$ cat config.mk
export PLATFORM = sky130hd
export DESIGN_NAME = axicb_skid_buffer
export DESIGN_NICKNAME = d
export VERILOG_FILES = /design/src/rtl/axicb_skid_buffer.sv
export SDC_FILE = /design/constraint.sdc
export NUM_CORES = 1
export LEC_CHECK = 0
export ABC_AREA = 0
export BUFFER_PORTS_ARGS = -buffer_cell sky130_fd_sc_hd__clkbuf_2
export CAP_MARGIN = 20
export CORE_AREA = 2 2 50 43
export DETAILED_ROUTE_END_ITERATION = 10
export DIE_AREA = 0 0 52 45
export PLACE_DENSITY = 0.74
export REMOVE_ABC_BUFFERS = 1
export SLEW_MARGIN = 5
export SYNTH_ARGS = -nofsm -noshare
export SYNTH_HDL_FRONTEND = slang
export SYNTH_SLANG_ARGS = --single-unit
$ cat constraint.sdc
create_clock -name aclk -period 1.4 [get_ports aclk]
set_input_delay 0.35 -clock aclk [delete_from_list [all_inputs] [get_ports aclk]]
set_output_delay 0.35 -clock aclk [all_outputs]
set_load 0.005 [all_outputs]
$ cat src/rtl/axicb_skid_buffer.sv
// Fully registered valid/ready skid buffer: breaks valid, data and ready timing.
// NB_PIPELINE stages are chained in series; NB_PIPELINE=0 is a plain wire-through.
`timescale 1ns/1ps
module axicb_skid_buffer #(
  parameter int DATA_BUS_W  = 8,
  parameter int NB_PIPELINE = 1
) (
  input  logic                  aclk,
  input  logic                  srst,
  input  logic                  i_valid,
  output logic                  i_ready,
  input  logic [DATA_BUS_W-1:0] i_data,
  output logic                  o_valid,
  input  logic                  o_ready,
  output logic [DATA_BUS_W-1:0] o_data
);

  typedef enum logic [1:0] {
    ST_EMPTY = 2'd0,
    ST_BUSY  = 2'd1,
    ST_FULL  = 2'd2
  } state_t;

  genvar gi;

  generate
    if (NB_PIPELINE == 0) begin : g_pass
      assign o_valid = i_valid;
      assign o_data  = i_data;
      assign i_ready = o_ready;
    end else begin : g_pipe
      // Chain nodes: index k is the input side of stage k, index k+1 its output side.
      logic [NB_PIPELINE:0]  ch_valid;
      logic [NB_PIPELINE:0]  ch_ready;
      logic [DATA_BUS_W-1:0] ch_data [NB_PIPELINE+1];

      assign ch_valid[0]           = i_valid;
      assign ch_data[0]            = i_data;
      assign i_ready               = ch_ready[0];
      assign o_valid               = ch_valid[NB_PIPELINE];
      assign o_data                = ch_data[NB_PIPELINE];
      assign ch_ready[NB_PIPELINE] = o_ready;

      for (gi = 0; gi < NB_PIPELINE; gi++) begin : g_stage
        state_t                state_reg, state_next;
        logic [DATA_BUS_W-1:0] out_reg, out_next;
        logic [DATA_BUS_W-1:0] skid_reg, skid_next;
        logic                  valid_reg;
        logic                  ready_reg;
        logic                  in_fire;
        logic                  dn_ready;

        // Upstream only hands over a beat when our registered ready was high.
        assign in_fire  = ch_valid[gi] & ready_reg;
        assign dn_ready = ch_ready[gi+1];

        always_comb begin
          state_next = state_reg;
          out_next   = out_reg;
          skid_next  = skid_reg;
          case (state_reg)
            ST_EMPTY: begin
              if (in_fire) begin
                state_next = ST_BUSY;
                out_next   = ch_data[gi];
              end
            end
            ST_BUSY: begin
              if (in_fire && dn_ready) begin
                out_next = ch_data[gi];
              end else if (in_fire) begin
                state_next = ST_FULL;
                skid_next  = ch_data[gi];
              end else if (dn_ready) begin
                state_next = ST_EMPTY;
              end
            end
            ST_FULL: begin
              if (dn_ready) begin
                state_next = ST_BUSY;
                out_next   = skid_reg;
              end
            end
            default: state_next = ST_EMPTY;
          endcase
        end

        always_ff @(posedge aclk) begin
          if (srst) begin
            state_reg <= ST_EMPTY;
            out_reg   <= '0;
            skid_reg  <= '0;
            valid_reg <= 1'b0;
            ready_reg <= 1'b0;
          end else begin
            state_reg <= state_next;
            out_reg   <= out_next;
            skid_reg  <= skid_next;
            valid_reg <= (state_next != ST_EMPTY);
            ready_reg <= (state_next != ST_FULL);
          end
        end

        assign ch_valid[gi+1] = valid_reg;
        assign ch_data[gi+1]  = out_reg;
        assign ch_ready[gi]   = ready_reg;
      end
    end
  endgenerate

endmodule
Yosys cells after proc, flatten, opt, wreduce, memory -nomap -nowiden

Index checks and enable logic that the tools add are counted.

Register bits: 20
Input port bits: 12

Eq/ne operators: 6
Muxes and demuxes: 10
Bitwise logic cells: 2
Reductions and logical operators: 6

Operators with widths:

| kind               | count |
|---|---|
| $mux 8             | 3 |
| $pmux 8 s3         | 1 |
| $mux 2             | 5 |
| $ne 2x2->1 const B | 4 |
| $pmux 2 s3         | 1 |
| $reduce_and 4->1   | 1 |
| $reduce_and 3->1   | 1 |
| $reduce_bool 3->1  | 1 |
| $eq 2x1->1 const B | 1 |
| $eq 2x2->1 const B | 1 |
| $logic_not 2->1    | 1 |
| $reduce_bool 2->1  | 1 |
| $and 1x1->1        | 1 |
| $logic_and 1x1->1  | 1 |
| $not 1->1          | 1 |

Longest topological paths before layout

Word-level depth: 5
Gate-level depth with buffers: 5
Mapped depth without buffers: 4

Worst setup path before layout

Ideal clock, no wire load.

Path type: input -> register
From: input port o_ready
To: register g_pipe.g_stage[0].out_reg[3], in the netlist o_data[3]
Arrival: 1.124 ns
Data required time: 1.266 ns
Setup slack: 0.142 ns
Stages: 5
Path buffers: 1
Cells stage by stage: nand2b_2 a41o_4 buf_12 nor2_2 a211oi_2

Word-level cells in the longest chain between the ends: 3
Elaborated cells on any way between the ends: 4
Classes of those cells: eq/ne (2); reduce/logical (2)

Ends and longest elaborated chain:

| item                         | RTL line | RTL |
|---|---|---|
| start, declared              | 14       | `input logic o_ready,` |
| $logic_and 1x1->1            | 69       | `if (in_fire && dn_ready) begin` |
| $ne 2x2->1 (no line)         | -        |  |
| $reduce_and 4->1 (no line) * | -        |  |
| end signal, assigned         | 97       | `out_reg <= out_next;` |
| end, declared                | 46       | `logic [DATA_BUS_W-1:0] out_reg, out_next;` |

Mark *: on every way between the ends. The rest lies on a longest branch, timed or not.
A chain may end at the register's enable or synchronous reset.

Worst setup path in the final report

From: register g_pipe.g_stage[0].ready_reg, in the netlist i_ready
To: register g_pipe.g_stage[0].skid_reg[7]

Word-level cells in the longest chain between the ends: 4

Ends and longest elaborated chain:

| item                         | RTL line | RTL |
|---|---|---|
| start, declared              | 49       | `logic ready_reg;` |
| start signal, assigned       | 100      | `ready_reg <= (state_next != ST_FULL);` |
| $and 1x1->1 *                | 54       | `assign in_fire = ch_valid[gi] & ready_reg;` |
| $logic_and 1x1->1            | 69       |  |
| $not 1->1 (no line)          | -        |  |
| $reduce_and 3->1 (no line) * | -        |  |
| end signal, assigned         | 98       | `skid_reg <= skid_next;` |
| end, declared                | 47       | `logic [DATA_BUS_W-1:0] skid_reg, skid_next;` |

Marked as above.

==> results.md <==
* Status: finished, final reports clean
* Fraction of layout cells with a size suffix above 1 at about 42%
* Sequential cell area fraction in the yosys report at between 40% and 50%
* Vias per cell at 5.12
* Leak at 0.000488 µW
* Clk_lat worst skew at 0.29 ns
* Fillers at around 170
* CP Data Required Time at about 1.6 ns
* Finished Core Util at 59.0%
* # diodes at 0
* Worst min-delay path class: input port to flop
* Dpl ws at -0.0266 ns
* Placed Area at 1020 µm²
* CP startpoint kind: flop
* Commonest non-fill, non-tap cell in the layout: clkbuf_2
* Ranking of synthesized cells by area: dfxtp_1 (45%), mux2i_1 (18%), a211oi_2 (11%), nor2_1 (6.4%), a41o_4 (2.4%)
* Avg Cell Area, Syn at 11.2 µm²
* Power share of the clock group at 30.2%
* Die area at roughly 2300 µm²
* Setup slack after layout at ~0.11 ns
* Register bit total from synthesis at 20
* DR vias at approximately 670
* Crit Path Category: flop to flop
* DRC violations left at 0
* WL/cell at about 12 µm
* Max-Cap Viols at 0
* Mux contribution to synthesized area at 18.2%
* Final GP Congestion at approximately 0.67
* Starting Density at between 40% and 50%
* Max clock buf depth at 2
* Warning count from the yosys run at 0
* Num CTS Buffers at 3
* Xor and xnor fraction of the mapped netlist area at 0%
* Root buf cell: clkbuf_4
* Commonest cells after routing, fill and taps aside: clkbuf_2 (21), dfxtp_1 (20), mux2i_1 (16)
* Final worst path period need at between 1 and 1.5 ns
* Reg clk slew, reported paths at ~0.11 ns
* Cell Rows at 14
* Internal power at between 800 and 900 µW
* Hold_ws at between 0.3 and 0.4 ns
* Worst Path Arrival at around 1.5 ns
* First-pass DRT Iterations at 4
* RSZ-0062 raised after global routing: no
* Worst-margin pin slew at between 0.2 and 0.3 ns
* Core Region at between 1500 and 2000 µm²
* CTS tree: built
* Slew Limit Fails at 0
* Top cell type's share of synthesized area at between 40% and 50%
* Setup-failing EPs final at 0
* Synth Area in Compound Gates at around 17%
* Sequential cell fraction of total power at a little under three fifths
* Post-Route WL at between 1.5 and 2 mm
* Fin crit share at between 90 and 100%
* Final HPWL DP at between 1 and 1.5 mm
* CP endpoint kind: flop
* CTS sink count at 20
* Leading area contributor after synthesis: dfxtp_1
* Largest family of logic cells by synthesized area: multiplexers
* Largest net degree at the start of global routing at 17
* Synth Area in Simple Gates at 13.8%
* Setup bufs post-CTS at 0
* Fin nets at between 100 and 150
* Pwr Total at roughly 1100 µW
* Yosys cell types at 22
* Adder-cell share of the synthesized area at 0%
* Antenna violations before repair at 0
* Number of global-route vias before repair at approximately 590
* Pwr/cell area at 1000 nW/µm²
* Area growth, synth to finish at 20.7%
* Syn Std Cell Area at approximately 880 µm²
* Final Hold Viols at 0
* Net Sw Frac at between 20% and 30%
* Max rail drop VDD at about 0.00066 V
* Fin Clk Skew at approximately 0.0049 ns
* Drt first-iter violations at 13
* Worst-path fanout max at 5
* Peak Freq at between 0.7 and 0.8 GHz
* Grt ovf at 0
* Switching pwr at between 200 and 250 µW
* Comb pwr share at 12.9%
* Vert. Die Dim at between 40 and 50 µm
* Slew headroom at approximately four fifths
* I/O Pins at 22
* Finished Cell Area at 1060 µm²
* Die X at ~52 µm
* PortBufs at 21
* First-pass GRT wire length at about 2.6 mm
* DRT antenna net count at 0
* H-tree depth at 1
* Post-Synthesis Cells at ~80
* Total GRT Usage at 15.4%
-- worst max-delay path: stages (launching register included) --
cell	delay [ns]
dfxtp_1	0.40
nand2_1	0.14
nor3_4	0.22
buf_4	0.19
mux2i_1	0.19
nor2_1	0.05
-- final timing paths --
path | cells past startpoint | slack [ns] | start | to
worst max-delay path | 5 | 0.11 | i_ready | g_pipe.g_stage[0].skid_reg[7]
worst min-delay path | 3 | 0.30 | i_data[1] | g_pipe.g_stage[0].skid_reg[1]
worst max register to register | 5 | 0.11 | i_ready | g_pipe.g_stage[0].skid_reg[7]
worst min register to register | 2 | 0.51 | g_pipe.g_stage[0].skid_reg[1] | g_pipe.g_stage[0].skid_reg[1]
-- cell usage after synthesis, drive strengths merged --
| library cell | count |
|---|---|
| and3b | 1 |
| nor3 | 2 |
| o221ai | 1 |
| a41o | 1 |
| buf | 3 |
| o21ba | 1 |
| mux2i | 16 |
| nor2 | 17 |
| inv | 1 |
| nand2b | 2 |
| or2 | 1 |
| dfxtp | 20 |
| a211oi | 8 |
| clkbuf | 2 |
| a311oi | 1 |
| nand2 | 2 |
-- cell families after synthesis --
family / Yosys count
compound gates: 12
buf+inv: 6
flops: 20
mux: 16
simple gates: 25
-- repair_timing --
| action | in CTS | in global routing |
|---|---|---|
| hold buffers | 0 | 0 |
| setup endpoints to repair | 0 | 1 |
| gates resized for setup | 0 | 1 |
-- power by group through the flow --
stage | Combinational, µW | Sequential [µW] | Clock (µW)
2_1_floorplan | 70.8 | 623 | 0
3_3_place_gp | 135 | 621 | 0
3_5_place_dp | 139 | 622 | 0
4_1_cts | 139 | 609 | 336
5_1_grt | 152 | 613 | 359
6_report | 138 | 609 | 323
-- stage by stage --
| step | std cells | setup TNS, ns |
|---|---|---|
| after detailed placement | 126 | -0.0615 |
| after CTS | 130 | 0 |
| after global placement | 126 | 0 |
| after floorplan | 74 | -0.870 |
| after global routing | 130 | 0 |
| final | 130 | 0 |
-- layer usage --
metal	routed length, µm	vias to the layer above	global-route usage [%]	share of wire [%]
met5	0	-	0	0
met4	13	0	6.32	0.83
met3	100	2	2.98	6.4
met2	704	27	25.1	45
met1	747	304	20.1	48
li1	-	333	-	-
-- area by class of cell --
cell class / count / area [µm²] / share of cell area, %
repair buffers: 28 / 158 / 14.8
multi-input cells: 53 / 437 / 41.0
flip-flops and latches: 20 / 400 / 37.6
clock buffers: 4 / 36.3 / 3.41
inverters: 1 / 3.75 / 0.353
well taps: 24 / 30.0 / 2.82
No activity file was read; power rests on OpenSTA's default activity.
